[src/rtl/pc_hazard_ctrl_pkg.sv]
// Shared types and constants for the pipeline hazard / sequencing controller.
// Holds the FSM state encoding, next-PC select codes and stall-length constants.
// Helper functions keep register-match and max logic identical across files.
package pc_hazard_ctrl_pkg;

    // Controller states: normal issue, or holding for the tail of a multi-cycle stall
    typedef enum logic {
        ST_RUN   = 1'b0,
        ST_STALL = 1'b1
    } state_e;

    // Next-PC source select codes
    localparam logic [1:0] PCSRC_SEQ = 2'b00;
    localparam logic [1:0] PCSRC_BR  = 2'b01;
    localparam logic [1:0] PCSRC_JMP = 2'b10;

    // Stall lengths in cycles for each hazard class
    localparam logic [1:0] LU_STALL     = 2'd1;
    localparam logic [1:0] BR_LD_STALL  = 2'd2;
    localparam logic [1:0] BR_ALU_STALL = 2'd1;

    // A downstream destination conflicts with the ID instruction when it is not
    // $0 and equals a source register the ID instruction actually reads.
    function automatic logic reg_match(
        input logic [4:0] dest,
        input logic [4:0] rs,
        input logic [4:0] rt,
        input logic       uses_rs,
        input logic       uses_rt
    );
        return (dest != 5'd0) &&
               ((uses_rs && (dest == rs)) || (uses_rt && (dest == rt)));
    endfunction

    // Larger of two stall lengths
    function automatic logic [1:0] max2(
        input logic [1:0] a,
        input logic [1:0] b
    );
        return (a > b) ? a : b;
    endfunction

endpackage

[src/rtl/pc_hazard_ctrl_need.sv]
// Combinational stall-need computation: how many stall cycles ID must wait (0..2).
// Latency: zero, purely combinational from register fields and control bits.
// No flow control; the parent decides whether the result is acted upon.
module hazard_need
    import pc_hazard_ctrl_pkg::*;
(
    input  logic [4:0] rs_i,
    input  logic [4:0] rt_i,
    input  logic       uses_rs_i,
    input  logic       uses_rt_i,
    input  logic       is_branch_i,
    input  logic       ex_mem_read_i,
    input  logic       ex_reg_write_i,
    input  logic [4:0] ex_dest_i,
    input  logic       mem_mem_read_i,
    input  logic [4:0] mem_dest_i,
    output logic [1:0] need_o
);

    logic ex_match;
    logic mem_match;

    assign ex_match  = reg_match(ex_dest_i,  rs_i, rt_i, uses_rs_i, uses_rt_i);
    assign mem_match = reg_match(mem_dest_i, rs_i, rt_i, uses_rs_i, uses_rt_i);

    // Take the longest stall demanded by any applicable hazard term.
    // Branches resolve in ID, so they must also wait for EX ALU results and
    // for loads still in MEM, which ordinary instructions get via forwarding.
    always_comb begin
        need_o = 2'd0;
        if (ex_mem_read_i && ex_match)
            need_o = max2(need_o, LU_STALL);
        if (is_branch_i && ex_mem_read_i && ex_match)
            need_o = max2(need_o, BR_LD_STALL);
        if (is_branch_i && ex_reg_write_i && !ex_mem_read_i && ex_match)
            need_o = max2(need_o, BR_ALU_STALL);
        if (is_branch_i && mem_mem_read_i && mem_match)
            need_o = max2(need_o, BR_ALU_STALL);
    end

endmodule

[src/rtl/pc_hazard_ctrl.sv]
// Pipeline sequencing controller: PC/IF-ID hold, IF-ID flush, ID-EX bubble, next-PC select.
// Latency: zero from hazard inputs to controls in RUN; a 2-cycle stall ends via the STALL state.
// A stall always overrides redirect; optional counters enabled by HAZARD_STATS_EN.
module pc_hazard_ctrl
    import pc_hazard_ctrl_pkg::*;
#(
    parameter int STAT_W = 32
) (
    input  logic              clk,
    input  logic              reset,
    input  logic [4:0]        IFID_rs,
    input  logic [4:0]        IFID_rt,
    input  logic              ID_uses_rs,
    input  logic              ID_uses_rt,
    input  logic              ID_is_branch,
    input  logic              ID_branch_taken,
    input  logic              ID_jump,
    input  logic              IDEX_MemRead,
    input  logic              IDEX_RegWrite,
    input  logic [4:0]        IDEX_dest,
    input  logic              EXMEM_MemRead,
    input  logic [4:0]        EXMEM_dest,
    output logic              PC_hold,
    output logic              IFID_hold,
    output logic              IFID_flush,
    output logic              IDEX_bubble,
    output logic [1:0]        pc_src
`ifdef HAZARD_STATS_EN
    ,
    output logic [STAT_W-1:0] stall_cycles,
    output logic [STAT_W-1:0] flush_count
`endif
);

    // Counter width must be usable even when statistics are compiled out
    if (STAT_W < 1) begin : g_bad_stat_w
        $error("pc_hazard_ctrl: STAT_W must be at least 1");
    end

    state_e     state_q;
    logic [1:0] cnt_q;
    logic [1:0] need;

    hazard_need u_need (
        .rs_i           (IFID_rs),
        .rt_i           (IFID_rt),
        .uses_rs_i      (ID_uses_rs),
        .uses_rt_i      (ID_uses_rt),
        .is_branch_i    (ID_is_branch),
        .ex_mem_read_i  (IDEX_MemRead),
        .ex_reg_write_i (IDEX_RegWrite),
        .ex_dest_i      (IDEX_dest),
        .mem_mem_read_i (EXMEM_MemRead),
        .mem_dest_i     (EXMEM_dest),
        .need_o         (need)
    );

    // Sequencer: a need of 2 parks in STALL for the extra cycle; cnt holds the
    // cycles still owed after the current one. Reset aborts any stall.
    always_ff @(posedge clk) begin
        if (reset) begin
            state_q <= ST_RUN;
            cnt_q   <= 2'd0;
        end else begin
            case (state_q)
                ST_RUN: begin
                    if (need != 2'd0) begin
                        cnt_q   <= need - 2'd1;
                        state_q <= (need == BR_LD_STALL) ? ST_STALL : ST_RUN;
                    end
                end
                ST_STALL: begin
                    if (cnt_q <= 2'd1) begin
                        cnt_q   <= 2'd0;
                        state_q <= ST_RUN;
                    end else begin
                        cnt_q   <= cnt_q - 2'd1;
                    end
                end
                default: begin
                    cnt_q   <= 2'd0;
                    state_q <= ST_RUN;
                end
            endcase
        end
    end

    // Pipeline controls: stall beats redirect, jump beats branch, and a flush
    // is only ever produced in a cycle that does not hold IF/ID.
    always_comb begin
        PC_hold     = 1'b0;
        IFID_hold   = 1'b0;
        IFID_flush  = 1'b0;
        IDEX_bubble = 1'b0;
        pc_src      = PCSRC_SEQ;
        if (!reset) begin
            if (state_q == ST_STALL || need != 2'd0) begin
                PC_hold     = 1'b1;
                IFID_hold   = 1'b1;
                IDEX_bubble = 1'b1;
            end else if (ID_jump) begin
                pc_src     = PCSRC_JMP;
                IFID_flush = 1'b1;
            end else if (ID_is_branch && ID_branch_taken) begin
                pc_src     = PCSRC_BR;
                IFID_flush = 1'b1;
            end
        end
    end

`ifdef HAZARD_STATS_EN
    logic [STAT_W-1:0] stall_cycles_q;
    logic [STAT_W-1:0] flush_count_q;

    // Saturating event counters for stall cycles and redirect flushes
    always_ff @(posedge clk) begin
        if (reset) begin
            stall_cycles_q <= '0;
            flush_count_q  <= '0;
        end else begin
            if (PC_hold && (stall_cycles_q != {STAT_W{1'b1}}))
                stall_cycles_q <= stall_cycles_q + 1'b1;
            if (IFID_flush && (flush_count_q != {STAT_W{1'b1}}))
                flush_count_q <= flush_count_q + 1'b1;
        end
    end

    assign stall_cycles = stall_cycles_q;
    assign flush_count  = flush_count_q;
`endif

endmodule

[config.mk]
export PLATFORM = sky130hd
export DESIGN_NAME = pc_hazard_ctrl
export DESIGN_NICKNAME = d
export VERILOG_FILES = /design/src/rtl/pc_hazard_ctrl_pkg.sv /design/src/rtl/pc_hazard_ctrl_need.sv /design/src/rtl/pc_hazard_ctrl.sv
export SDC_FILE = /design/constraint.sdc
export NUM_CORES = 1
export LEC_CHECK = 0
export CAP_MARGIN = 20
export CORE_MARGIN = 4
export CORE_UTILIZATION = 33
export DETAILED_ROUTE_END_ITERATION = 6
export PLACE_DENSITY = 0.78
export SLEW_MARGIN = 20
export SYNTH_ARGS = -nofsm -noshare
export SYNTH_HDL_FRONTEND = slang
export SYNTH_SLANG_ARGS = --single-unit
[constraint.sdc]
create_clock -name clk -period 2.3 [get_ports clk]
set_clock_uncertainty 0.2 [all_clocks]
set_input_delay 0.23 -clock clk [delete_from_list [all_inputs] [get_ports clk]]
set_output_delay 0.23 -clock clk [all_outputs]
set_load 0.02 [all_outputs]
# Yosys cells after proc, flatten, opt, wreduce, memory -nomap -nowiden
# Index checks and enable logic that the tools add are counted.
[word_totals] ff_bits=3 in_bits=30 out_inout_bits=6 wordCells=61
[op_classes] addsub=2 n_lt_le_gt_ge=4 eq_ne=6 n_mux=24 bitwise=1 reduce_logical=22
[ops] operator="2-to-1 mux 2 bit" n=11
[ops] operator="equality test 5 bit" n=4
[ops] operator="logical AND 1 bit" n=15
[ops] operator="2-to-1 mux 1 bit" n=11
[ops] operator="nonzero test 5 bit" n=2
[ops] operator="> comparator 2 x 1 -> 1 bit (second input constant)" n=2
[ops] operator="case mux 2 bit (2 select lines)" n=1
[ops] operator="subtractor 2 x 1 -> 2 bit (second input constant)" n=2
[ops] operator="logical OR 1 bit" n=3
[ops] operator="equality test 2 bit (second input constant)" n=1
[ops] operator="> comparator 1 x 2 -> 1 bit (second input constant)" n=1
[ops] operator="<= comparator 2 x 1 -> 1 bit (second input constant)" n=1
[ops] operator="!= test 2 bit (second input constant)" n=1
[ops] operator="case mux 1 bit (2 select lines)" n=1
[ops] operator="nonzero test 2 bit" n=1
[ops] operator="logical NOT 1 bit" n=1
[ops] operator="inverter 1 bit" n=1

# Logic depth before layout (Yosys ltp)
[depth] ltp_word=19 mapped_depth=9 ltp_nobuf=9

# Modules after synthesis
# A second synthesis with hierarchy kept.
[hier_totals] cells_unflattened=67 hier_area_um2=536.8
[by_module_without_submodules] module="hazard_need" n_inst=1 cells_each=39 area_each_um2=296.5 seq_area_each_um2=0.0
[by_module_without_submodules] module="pc_hazard_ctrl" n_inst=1 cells_each=28 area_each_um2=240.2 seq_area_each_um2=60.1

# Least setup slack after synthesis
# No wires, ideal clock.
[synth_timing] path_type="input to output" from="input port EXMEM_dest[0]" to="output port pc_src[0]" arrival_time_ns=2.016 required_time_ns=1.870 path_slack_ns=-0.146 stages=7 path_buffers=0 path_cell_list="or3_1 -> o311a_1 -> a32oi_1 -> or2_2 -> ha_1 -> nand3_1 -> nor3_1"
[synth_between] elab_chain_len=10 word_cells_on_any_way=13 cone_classes="eq/ne: 2; mux: 3; reduce/logical: 8"
[synth_lines] item="start: declaration" line_no="pc_hazard_ctrl.sv:22" rtl="input logic [4:0] EXMEM_dest,"
[synth_lines] item="equality test 5 bit" line_no="pc_hazard_ctrl_pkg.sv:32" rtl="((uses_rs && (dest == rs)) || (uses_rt && (dest == rt)));"
[synth_lines] item="logical AND 1 bit" line_no="pc_hazard_ctrl_pkg.sv:32"
[synth_lines] item="logical OR 1 bit" line_no="pc_hazard_ctrl_pkg.sv:32"
[synth_lines] item="logical AND 1 bit *" line_no="pc_hazard_ctrl_pkg.sv:31" rtl="return (dest != 5'd0) &&"
[synth_lines] item="logical AND 1 bit *" line_no="pc_hazard_ctrl_need.sv:37" rtl="if (is_branch_i && mem_mem_read_i && mem_match)"
[synth_lines] item="2-to-1 mux 2 bit *" line_no="pc_hazard_ctrl_need.sv:37"
[synth_lines] item="nonzero test 2 bit *" line_no="pc_hazard_ctrl.sv:97" rtl="if (state_q == ST_STALL || need != 2'd0) begin"
[synth_lines] item="logical OR 1 bit *" line_no="pc_hazard_ctrl.sv:97"
[synth_lines] item="2-to-1 mux 2 bit *" line_no="pc_hazard_ctrl.sv:97"
[synth_lines] item="2-to-1 mux 2 bit *" line_no="pc_hazard_ctrl.sv:96" rtl="if (!reset) begin"
[synth_lines] item="end: declaration" line_no="pc_hazard_ctrl.sv:27" rtl="output logic [1:0] pc_src"
# Mark *: on every way between the ends. The rest lies on a longest branch, timed or not.

# Worst setup path after layout
[layout_timing] from="input port EXMEM_dest[2]" to="output port PC_hold"
[layout_between] elab_chain_len=10 word_cells_on_any_way=13 cone_classes="eq/ne: 2; mux: 3; reduce/logical: 8"
[layout_lines] item="equality test 5 bit" line_no="pc_hazard_ctrl_pkg.sv:32"
[layout_lines] item="logical AND 1 bit" line_no="pc_hazard_ctrl_pkg.sv:32"
[layout_lines] item="logical OR 1 bit" line_no="pc_hazard_ctrl_pkg.sv:32"
[layout_lines] item="logical AND 1 bit *" line_no="pc_hazard_ctrl_pkg.sv:31"
[layout_lines] item="logical AND 1 bit *" line_no="pc_hazard_ctrl_need.sv:37"
[layout_lines] item="2-to-1 mux 2 bit *" line_no="pc_hazard_ctrl_need.sv:37"
[layout_lines] item="nonzero test 2 bit *" line_no="pc_hazard_ctrl.sv:97"
[layout_lines] item="logical OR 1 bit *" line_no="pc_hazard_ctrl.sv:97"
[layout_lines] item="2-to-1 mux 1 bit *" line_no="pc_hazard_ctrl.sv:97"
[layout_lines] item="2-to-1 mux 1 bit *" line_no="pc_hazard_ctrl.sv:96"
[layout_lines] item="end: declaration" line_no="pc_hazard_ctrl.sv:23" rtl="output logic PC_hold,"
# Marked as above.

==> metrics.txt <==
vias in the first global route=~710; global route overflow=0; TritonRoute pass-1 iters=4; Initial Utilization=0.3602; TritonCTS buffer count=3; crit path time final=around 2300 ps; CP startpoint kind=input pin; clk buf depth=2; Worst R2R Setup Slack=between 1000 and 1500 ps; fin area=about 1000 µm²; Synth top area share=0.3646; Tot GR Track Use=0.1692; Post-Syn Nets=98; first-pass GRT wire length=about 2.6 mm; Hold Path Sink=state_q; DR vias/cell=5.100; Seq/Total Area, Yosys=0.1250; worst vdd ir=about 0.16 mV; CTS tree=yes; clk slew on worst S/H paths=40 ps; Pins Over Slew Limit=0; crit end category=output port; Slew @ Worst Pin=between 200 and 250 ps; clock share of power=0.290; via count=around 660; average wire per standard cell=12.87 µm; RR Startpoint=state_q; Num Clock Sinks=3; setup TNS=0 ps; gpl congestion=0.7880; syn_area_per_cell=between 7 and 8 µm²; # diodes=0; Mapped Cells=67; Final Hold Viols=0; Net Sw Power=0.09494 mW; Synth cell types=21; CP Class=in2out; RSZ-0062 raised after global routing=yes; Multi-input gate area=~530 µm²; switching share of power=0.3045; layout cells sized above 1=0.5304; reg2reg end=cnt_q[1]; H-tree lvl count=1; maximum clock rate=between 400 and 500 MHz; combinational share of power=0.533; Top Ports=36; Setup violations, final=0; antenna violations before repair=0; Die X=about 46 µm; drt initial violations=2; hold path depth=2; cell taking the most area after synthesis=xnor2_1; yosys warns=0; power density over cell area=around 300 nW/µm²; Mapped Area=480.5 µm²; Residual DRC=0; sequential share of power=0.177; Core Area=around 1300 µm²; largest net degree at the start of global routing=6; Final ANT Viol Nets=0; latest clock arrival within the worst-skew pair=around 230 ps; CP Max Fanout=3; worst r2r path cells=3; Fillers=approximately 110; MaxCap Viol Count=0; placed cell area=918.4 µm²; die area=approximately 2100 µm²; hold crit path type=reg2reg; flops & latches, synth=3; hold buffer count at CTS=0; Slew HR=0.8507; sequential cell area=60.06 µm²; Core Rows=13; detailed placement HPWL=1.318 mm; P_leak=~0.45 nW; CP required=roughly 1900 ps; Hold Crit Start=cnt_q[1]; area grow syn2layout=115.9%; port bufs=35; internal power=roughly 0.22 mW; DRT Wirelength=around 1.7 mm; Synth area leaders=xnor2_1 36%, dfxtp_1 13%, nand2_1 6.3%; critical path arrival=between 1500 and 2000 ps; Final Cycle Share=0.9950; Die H=approximately 46 µm; outcome=complete, no violations; NumNets Final=roughly 150; CTS root buf=clkbuf_4
-- critical path: stages --
cell	delay (ps)
clkdlybuf4s15_2	220
xnor2_2	130
nand4_1	140
o22ai_2	180
a32oi_2	80
or2_4	250
ha_4	180
buf_6	110
a21oi_4	180
buf_6	140
-- power groups by stage --
stage / clock [mW] / combinational [mW] / sequential [mW]
final: 0.0904 / 0.166 / 0.0552
after global routing: 0.0944 / 0.178 / 0.0554
after CTS: 0.0926 / 0.145 / 0.0552
after detailed placement: 0 / 0.147 / 0.0560
after global placement: 0 / 0.145 / 0.0559
after floorplan: 0 / 0.0581 / 0.0557
-- synthesized netlist by cell type --
| cell | n |
|---|---|
| nand4_1 | 4 |
| xnor2_1 | 20 |
| and4_2 | 1 |
| inv_1 | 4 |
| or2_2 | 1 |
| a31oi_1 | 1 |
| nor3_1 | 3 |
| a21oi_1 | 5 |
| nor2_1 | 5 |
| o311a_1 | 1 |
| a32oi_1 | 1 |
| or3_1 | 1 |
| ha_1 | 1 |
| o21ai_1 | 1 |
| mux2_2 | 1 |
| nand2_1 | 8 |
| o22ai_1 | 2 |
| a21o_1 | 1 |
| dfxtp_1 | 3 |
| nand3_1 | 1 |
| buf_4 | 2 |
-- state kept, by name, indices dropped and copies added, names as in the netlist --
name / cells
cnt_q: 2
state_q: 1
-- final cells by class --
cell class                      instances  area share
Multi-Input combinational cell         58      0.5127
Timing Repair Buffer                   46      0.3715
Sequential cell                         3     0.05790
Clock buffer                            4     0.02533
Tap cell                               15     0.01809
Inverter                                4     0.01448
-- through the flow --
stage,util,total power [mW],std cells,setup WS (ps),hold slack [ps]
2_1_floorplan,-,0.1138,67,-40.37,99.07
5_1_grt,0.7777,0.3273,130,-67.38,297.0
3_5_place_dp,0.6886,0.2035,125,-991.2,273.3
3_3_place_gp,0.6886,0.2010,125,-962.4,272.3
6_report,0.7777,0.3118,130,11.40,268.2
4_1_cts,0.7045,0.2926,129,-14.60,272.2
-- how the worst max path moves through the flow --
| stage | cells past startpoint | slack, ps | from | end |
|---|---|---|---|---|
| floorplan | 7 | -40 | EXMEM_dest[0] | IFID_flush |
| global route | 10 | -70 | EXMEM_dest[2] | IFID_hold |
| CTS | 9 | -10 | EXMEM_dest[1] | pc_src[0] |
| global placement | 10 | -960 | IDEX_dest[0] | PC_hold |
| detailed placement | 10 | -990 | IDEX_dest[0] | PC_hold |
| finish | 10 | 10 | EXMEM_dest[2] | PC_hold |
-- cell usage in the layout (no fill, tap or decap), drive strengths merged, types with 2 or more instances in the layout --
cell	count
a21oi	5
o22ai	2
inv	4
clkdlybuf4s50	6
clkbuf	6
nand2	8
xnor2	20
nor2	5
buf	34
nand4	4
nor3	3
dfxtp	3
dlygate4sd2	3
-- routing by layer --
layer / share of wire / track usage / vias to the layer above
met5: 0 / 0 / -
met4: 0.025 / 0.08523 / 0
met3: 0.068 / 0.01953 / 8
met2: 0.59 / 0.3544 / 32
met1: 0.32 / 0.1498 / 293
li1: - / - / 330
-- cell families (layout without fill, tap and decap cells) --
kind of cell | after synthesis | after routing | share of synthesized area
flops | 3 | 3 | 0.1250
fa+ha+maj | 1 | 1 | 0.02604
mux | 1 | 1 | 0.02344
compound gates | 12 | 12 | 0.1562
xor+xnor | 20 | 20 | 0.3646
buf+inv | 6 | 54 | 0.06248
simple gates | 24 | 24 | 0.2422
-- what timing repair did --
| action | CTS | global route |
|---|---|---|
| pin swaps | 24 | 17 |
| gates cloned | 0 | 0 |
| endpoints found under the setup margin | 8 | 6 |
| gates resized for setup | 124 | 29 |
| buffers inserted | 0 | 1 |
Note: power is estimated with default switching activity, not from simulation.
